--- config.mk ---
export PLATFORM = sky130hd
export DESIGN_NAME = f1_reaction_timer
export DESIGN_NICKNAME = d
export VERILOG_FILES = /design/src/rtl/f1_reaction_timer.sv
export SDC_FILE = /design/constraint.sdc
export NUM_CORES = 1
export LEC_CHECK = 0
export CAP_MARGIN = 0
export CORE_MARGIN = 4
export CORE_UTILIZATION = 32
export CTS_BUF_LIST = sky130_fd_sc_hd__clkbuf_2 sky130_fd_sc_hd__clkbuf_4 sky130_fd_sc_hd__clkbuf_8
export DETAILED_ROUTE_END_ITERATION = 8
export SYNTH_ARGS = -nofsm -noshare
export SYNTH_HDL_FRONTEND = slang
export SYNTH_SLANG_ARGS = --single-unit
--- constraint.sdc ---
create_clock -name clk -period 2.2 [get_ports clk]
set_input_delay 0.44 -clock clk [delete_from_list [all_inputs] [get_ports clk]]
set_output_delay 0.44 -clock clk [all_outputs]
set_load 0.05 [all_outputs]
--- src/rtl/f1_reaction_timer.sv ---
// F1 reaction timer: watches the light sequence, times lights-out to button press,
// and flags jump starts and timeouts.
module f1_reaction_timer #(
  parameter int unsigned WIDTH       = 16,
  parameter int unsigned SYNC_STAGES = 2
) (
  input  logic             clk,
  input  logic             rst,
  input  logic             en,
  input  logic [7:0]       lights,
  input  logic             ms_tick,
  input  logic             btn,
  output logic [WIDTH-1:0] react_ms,
  output logic             valid,
  output logic             jump_start,
  output logic             timeout,
  output logic             busy
);

  localparam logic [2:0] IDLE   = 3'd0;
  localparam logic [2:0] SEQ    = 3'd1;
  localparam logic [2:0] ALL_ON = 3'd2;
  localparam logic [2:0] TIMING = 3'd3;
  localparam logic [2:0] DONE   = 3'd4;
  localparam logic [2:0] JUMP   = 3'd5;

  localparam logic [WIDTH-1:0] CNT_MAX = '1;

  logic [2:0]             state, state_d;
  logic [WIDTH-1:0]       cnt, cnt_d, cnt_inc;
  logic [WIDTH-1:0]       react_d;
  logic                   valid_d, timeout_d, jump_d;
  logic [SYNC_STAGES-1:0] sync_q;
  logic                   btn_prev;
  logic                   press;

  // Button synchronizer and rising-edge detect; runs regardless of en
  always_ff @(posedge clk or posedge rst) begin
    if (rst) begin
      sync_q   <= '0;
      btn_prev <= 1'b0;
    end else begin
      sync_q   <= {sync_q[SYNC_STAGES-2:0], btn};
      btn_prev <= sync_q[SYNC_STAGES-1];
    end
  end

  assign press   = sync_q[SYNC_STAGES-1] & ~btn_prev;
  assign cnt_inc = (cnt == CNT_MAX) ? cnt : cnt + WIDTH'(1);
  assign busy    = (state == SEQ) || (state == ALL_ON) || (state == TIMING);

  always_ff @(posedge clk or posedge rst) begin
    if (rst) begin
      state      <= IDLE;
      cnt        <= '0;
      react_ms   <= '0;
      valid      <= 1'b0;
      timeout    <= 1'b0;
      jump_start <= 1'b0;
    end else begin
      state      <= state_d;
      cnt        <= cnt_d;
      react_ms   <= react_d;
      valid      <= valid_d;
      timeout    <= timeout_d;
      jump_start <= jump_d;
    end
  end

  // Next-state and registered-output logic; en=0 holds everything
  always_comb begin
    state_d   = state;
    cnt_d     = cnt;
    react_d   = react_ms;
    valid_d   = 1'b0;
    timeout_d = 1'b0;
    jump_d    = jump_start;
    if (en) begin
      case (state)
        IDLE: begin
          if (lights != 8'h00) begin
            state_d = SEQ;
            jump_d  = 1'b0;
          end
        end
        SEQ: begin
          if (press) begin
            state_d = JUMP;
            jump_d  = 1'b1;
          end else if (lights == 8'hFF) begin
            state_d = ALL_ON;
          end else if (lights == 8'h00) begin
            state_d = IDLE;
          end
        end
        ALL_ON: begin
          if (press) begin
            state_d = JUMP;
            jump_d  = 1'b1;
          end else if (lights == 8'h00) begin
            state_d = TIMING;
            cnt_d   = '0;
          end else if (lights != 8'hFF) begin
            state_d = SEQ;
          end
        end
        TIMING: begin
          if (ms_tick) cnt_d = cnt_inc;
          // A tick landing with the press counts toward the captured time
          if (press) begin
            state_d = DONE;
            react_d = ms_tick ? cnt_inc : cnt;
            valid_d = 1'b1;
          end else if (lights != 8'h00) begin
            state_d = SEQ;
          end else if (cnt == CNT_MAX) begin
            state_d   = IDLE;
            timeout_d = 1'b1;
          end
        end
        DONE: state_d = IDLE;
        JUMP: begin
          if (lights == 8'h00) state_d = IDLE;
        end
        default: state_d = IDLE;
      endcase
    end
  end

endmodule

* Word level (Yosys, flattened, before mapping)
Cells that the tools add are included.
** Storage, ports and cells
- Register bits :: 41
- Latch bits :: 0
- Memory bits (writable) :: 0
- Bits in read-only memories :: 0
- Output and inout port bits :: 20
- Logic and storage cells :: 63
- Memories :: 0
** Operators by class
- Add/subtract/negate cells :: 1
- Multipliers :: 0
- Divide/modulo/power cells :: 0
- Order comparisons :: 0
- Eq/ne operators :: 13
- Shift operators :: 0
- Muxes and demuxes :: 27
- Bitwise operators :: 2
- Reductions and logical operators :: 12
** Operators by type and width (count)
- $mux 16 :: 4
- $pmux 16 s2 :: 1
- $mux 3 :: 10
- $add 16x1->16 const B :: 1
- $eq 16x16->1 const B :: 1
- $pmux 3 s5 :: 1
- $reduce_and 4->1 :: 3
- $mux 1 :: 10
- $eq 8x8->1 const B :: 1
- $logic_not 8->1 :: 1
- $ne 4x2->1 const B :: 2
- $ne 8x8->1 const B :: 1
- $reduce_bool 8->1 :: 1
- $eq 3x2->1 const B :: 2
- $ne 2x1->1 const B :: 2
- $ne 2x2->1 const B :: 2
- $reduce_bool 2->1 :: 2
- $eq 3x1->1 const B :: 1
- $eq 3x3->1 const B :: 1
- $logic_not 3->1 :: 1
- $reduce_and 3->1 :: 1
- $logic_or 1x1->1 :: 2
- $pmux 1 s2 :: 1
- $reduce_or 2->1 :: 1
- other kinds (2) :: 2

* Depth between registers and ports, before layout
- Depth in word-level cells :: 6
- Depth in mapped cells :: 8
- Gate-level depth less buffers :: 6

* Worst setup path before layout
Ideal clock, no wire load.
- Path type :: register to output
- From :: reg state[0]
- To :: out busy
- Data arrival time :: 1.583 ns
- Data required time :: 1.760 ns
- Path slack :: 0.177 ns
- Cell stages (with the launch flop) :: 4
- Cells stage by stage :: dfrtp_1 -> buf_1 -> inv_1 -> a21oi_1
** On the way
- Cells in the longest elaborated chain, start to end :: 3
- Elaborated cells between the ends (all ways) :: 5
- Those cells by class :: eq/ne: 3; reduce/logical: 2
** RTL lines
- start: declaration :: RTL line 29 : logic [2:0] state, state_d;
- start signal: assignment :: RTL line 61 : state <= state_d;
- $eq 3x1->1 or $eq 3x2->1 (tied branches) :: RTL line 50 : assign busy = (state == SEQ) || (state == ALL_ON) || (state == TIMING);
- $logic_or 1x1->1 :: RTL line 50
- $logic_or 1x1->1 * :: RTL line 50
- end: declaration :: RTL line 17 : output logic busy
Mark *: on every way between the ends. The rest lies on a longest branch, timed or not.

* Worst setup path after layout
- From :: in lights[7]
- To :: reg state[0]
** On the way
- Cells in the longest elaborated chain, start to end :: 5
- Elaborated cells between the ends (all ways) :: 16
- Those cells by class :: eq/ne: 5; mux: 8; reduce/logical: 3
** RTL lines
- start: declaration :: RTL line 10 : input logic [7:0] lights,
- $logic_not 8->1 :: RTL line 92, 100, 123
- $mux 3
- $mux 3 :: RTL line 90 : end else if (lights == 8'hFF) begin
- $mux 3 :: RTL line 87 : if (press) begin
- $pmux 3 s5 :: RTL line 79 : case (state)
Parallel ways exist; a longest one is shown, timed or not.
A chain may end at the register's enable or synchronous reset.

==> results.json <==
{
  "status": "completed",
  "first_pass_iters": 4,
  "rr_worst_depth": 6,
  "syn_nets": 256,
  "grt_usage_pct": 13.34,
  "die_w_um": 91.47,
  "htree_levels": 2,
  "totalPowerFinal_mw": 2.363,
  "drtAntennaViolNets": 0,
  "synthToLayoutAreaGrowth_pct": 35.58,
  "ioPinCount": 33,
  "relSlewSlack_pct": 64.54,
  "wl_per_cell_um": 13.77,
  "dr_wl_met3_um": 228,
  "yosysWarningCount": 0,
  "hpwlAfterDp_mm": 3.916,
  "layout-drive-gt1-share_pct": 17.79,
  "post-route-period-util_pct": 98.59,
  "critPathRequiredTime_ns": 2.37,
  "route.met2.wl_mm": 2.499,
  "async_flop_share_pct": 100.0,
  "routed_wl_mm": 5.426,
  "ys.flop_type": "dfrtp_1",
  "dpl_cell_area_um2": 2846,
  "endpoint_kind": "register",
  "crit_fanout": 3,
  "grt_max_degree": 42,
  "num_antenna_cells": 0,
  "core_region_area_um2": 6794,
  "power_density_nw_per_um2": 781.7,
  "synth.ff_latch_count": 41,
  "synthCells": 242,
  "synth_enable_flop_cells": 0,
  "die_h_um": 91.47,
  "yosysUniqueCellTypes": 50,
  "syn_area_um2": 2230,
  "globalplace.congestion": 0.9031,
  "port_buffers": 32,
  "setup_viol": 0,
  "worst_pin_slew_ns": 0.5319,
  "rrSetupSlack_ns": 0.09,
  "synth-seq-area-share_pct": 46.02,
  "drc": 0,
  "postSynthAreaPerCell_um2": 9.213,
  "hold_viol": 0,
  "report.final.slew_viol_count": 0,
  "wl_met1_mm": 2.669,
  "vias": 2015,
  "path_clk_slew_ns": 0.07,
  "final_cell_area_um2": 3023,
  "grt_pass1_vias": 1930,
  "period_minus_slack_ns": 2.169,
  "fin_tns_setup_ns": 0,
  "row_count": 30,
  "crit_path_end": "state[0]$_DFFE_PP0P_",
  "die_area_um2": 8367,
  "max_freq_ghz": 0.4610,
  "cts_buffer_depth": 2,
  "drv_cap": 0,
  "vias_per_cell": 5.114,
  "antenna_found_initial": 0,
  "crit_type": "in2reg",
  "drt_iter0_drc": 81,
  "hold_class": "reg2reg",
  "clockRootBuffer": "clkbuf_8",
  "ir_drop_mv": 0.4295,
  "finalClockSkew_ns": 0.004608,
  "top_layer_used": "met4",
  "clock_latency_ns": 0.29,
  "cts_inserted_buffers": 5,
  "cp.arrival_ns": 2.34,
  "cp-startpoint": "lights[7]",
  "clkSinkCount": 41,
  "p_leak_nw": 1.261,
  "grt-ovfl-total": 0,
  "cts_tree": "yes",
  "nets": 312,
  "r2r_start": "cnt[0]$_DFFE_PP0P_",
  "critPathLaunchType": "input port",
  "grt_pass1_wl_mm": 9.218,
  "r2r_end": "state[0]$_DFFE_PP0P_",
  "start_util_pct": 32.82
}
## state kept, by name, summed over array words and instances, names as in the netlist
register,flops
react_ms,16
timeout,1
valid,1
sync_q,2
jump_start,1
cnt,16
btn_prev,1
state,3
## synthesized netlist by cell type, drive strengths merged, types with 5 or more instances
cell | number | share of area [%]
nor3 | 8 | 2.0
xnor2 | 8 | 3.1
o21ai | 26 | 5.8
a21oi | 13 | 2.9
dfrtp | 41 | 46
a22o | 5 | 2.0
nor2 | 14 | 2.4
clkbuf | 10 | 2.1
nand3 | 5 | 1.1
nand4 | 13 | 3.9
nand2 | 27 | 4.5
inv | 10 | 1.7
## worst min path at each step
stage / from / to / slack (ns) / cells past startpoint
finish: sync_q[0]$_DFF_PP0_ / sync_q[1]$_DFF_PP0_ / 0.35 / 0
global placement: sync_q[0]$_DFF_PP0_ / sync_q[1]$_DFF_PP0_ / 0.33 / 0
detailed placement: sync_q[0]$_DFF_PP0_ / sync_q[1]$_DFF_PP0_ / 0.34 / 0
global route: sync_q[0]$_DFF_PP0_ / sync_q[1]$_DFF_PP0_ / 0.37 / 0
floorplan: sync_q[0]$_DFF_PP0_ / sync_q[1]$_DFF_PP0_ / 0.33 / 0
CTS: sync_q[0]$_DFF_PP0_ / sync_q[1]$_DFF_PP0_ / 0.36 / 0
## layout by cell type, fill, tap and decap left out, types with 3 or more instances in the layout
master | synthesis | final
or3_1 | 3 | 3
and4_1 | 3 | 3
o21ai_0 | 25 | 23
buf_4 | 0 | 27
clkdlybuf4s50_1 | 0 | 29
nor2b_1 | 3 | 3
o211ai_1 | 3 | 3
nand4_1 | 12 | 12
o31ai_1 | 4 | 4
nand3_1 | 5 | 5
xnor2_1 | 8 | 8
xor2_1 | 4 | 4
inv_1 | 10 | 10
o21ai_1 | 1 | 3
a31oi_1 | 3 | 3
nand2_1 | 27 | 27
and3_1 | 3 | 3
a22o_1 | 5 | 5
clkbuf_8 | 1 | 6
or4_4 | 3 | 3
a21oi_1 | 13 | 13
nor3_1 | 7 | 7
dfrtp_1 | 41 | 41
nor2_1 | 14 | 13
## critical path, stage by stage
cell and delay [ns]:
clkdlybuf4s50_1 0.42, or4_4 0.52, buf_6 0.14, o211ai_1 0.26, o221ai_4 0.17, a221oi_2 0.26, o22ai_1 0.12
## area by class of cell
type	instances	area, µm²
multi-input combinational	179	1180
fill	664	3771
tap	96	120.1
sequential	41	1026
inverter	10	37.54
clock buffer	7	90.09
timing repair buffer	61	569.3
## cell families after synthesis
group / synth area share, %
adders and majority gates: 0.5611
muxes: 1.403
xor gates and xnor gates: 4.714
DFF: 46.02
and+or+nand+nor: 21.94
AOI/OAI and AO/OA: 21.16
buffers and inverters: 4.208
## per-stage QoR
stage | hold WS (ns) | cells | util (%) | worst slack, ns
global route | 0.3742 | 394 | 44.49 | -0.02015
global placement | 0.3341 | 386 | 41.90 | -0.2460
CTS | 0.3552 | 393 | 43.22 | 0.01045
floorplan | 0.3312 | 242 | - | 0.1771
detailed placement | 0.3379 | 386 | 41.90 | -0.3005
finish | 0.3521 | 394 | 44.49 | 0.03092
## layer usage
metal	global-route usage, %	vias up
li1	-	1005
met1	18.76	956
met2	20.69	50
met3	2.983	4
met4	3.392	0
met5	0	-
## where the power goes
part	total (mW)	switching (mW)	internal [mW]
sequential	1.02	0.154	0.865
clock	0.515	0.254	0.262
combinational	0.829	0.481	0.348
## repair_timing
item	4_1_cts	5_1_grt
hold buffers	0	0
endpoints found under the hold margin	0	0
buffers inserted	0	1
endpoints found under the setup margin	0	17
gates resized for setup	0	16
Note: power is estimated with default switching activity, not from simulation.
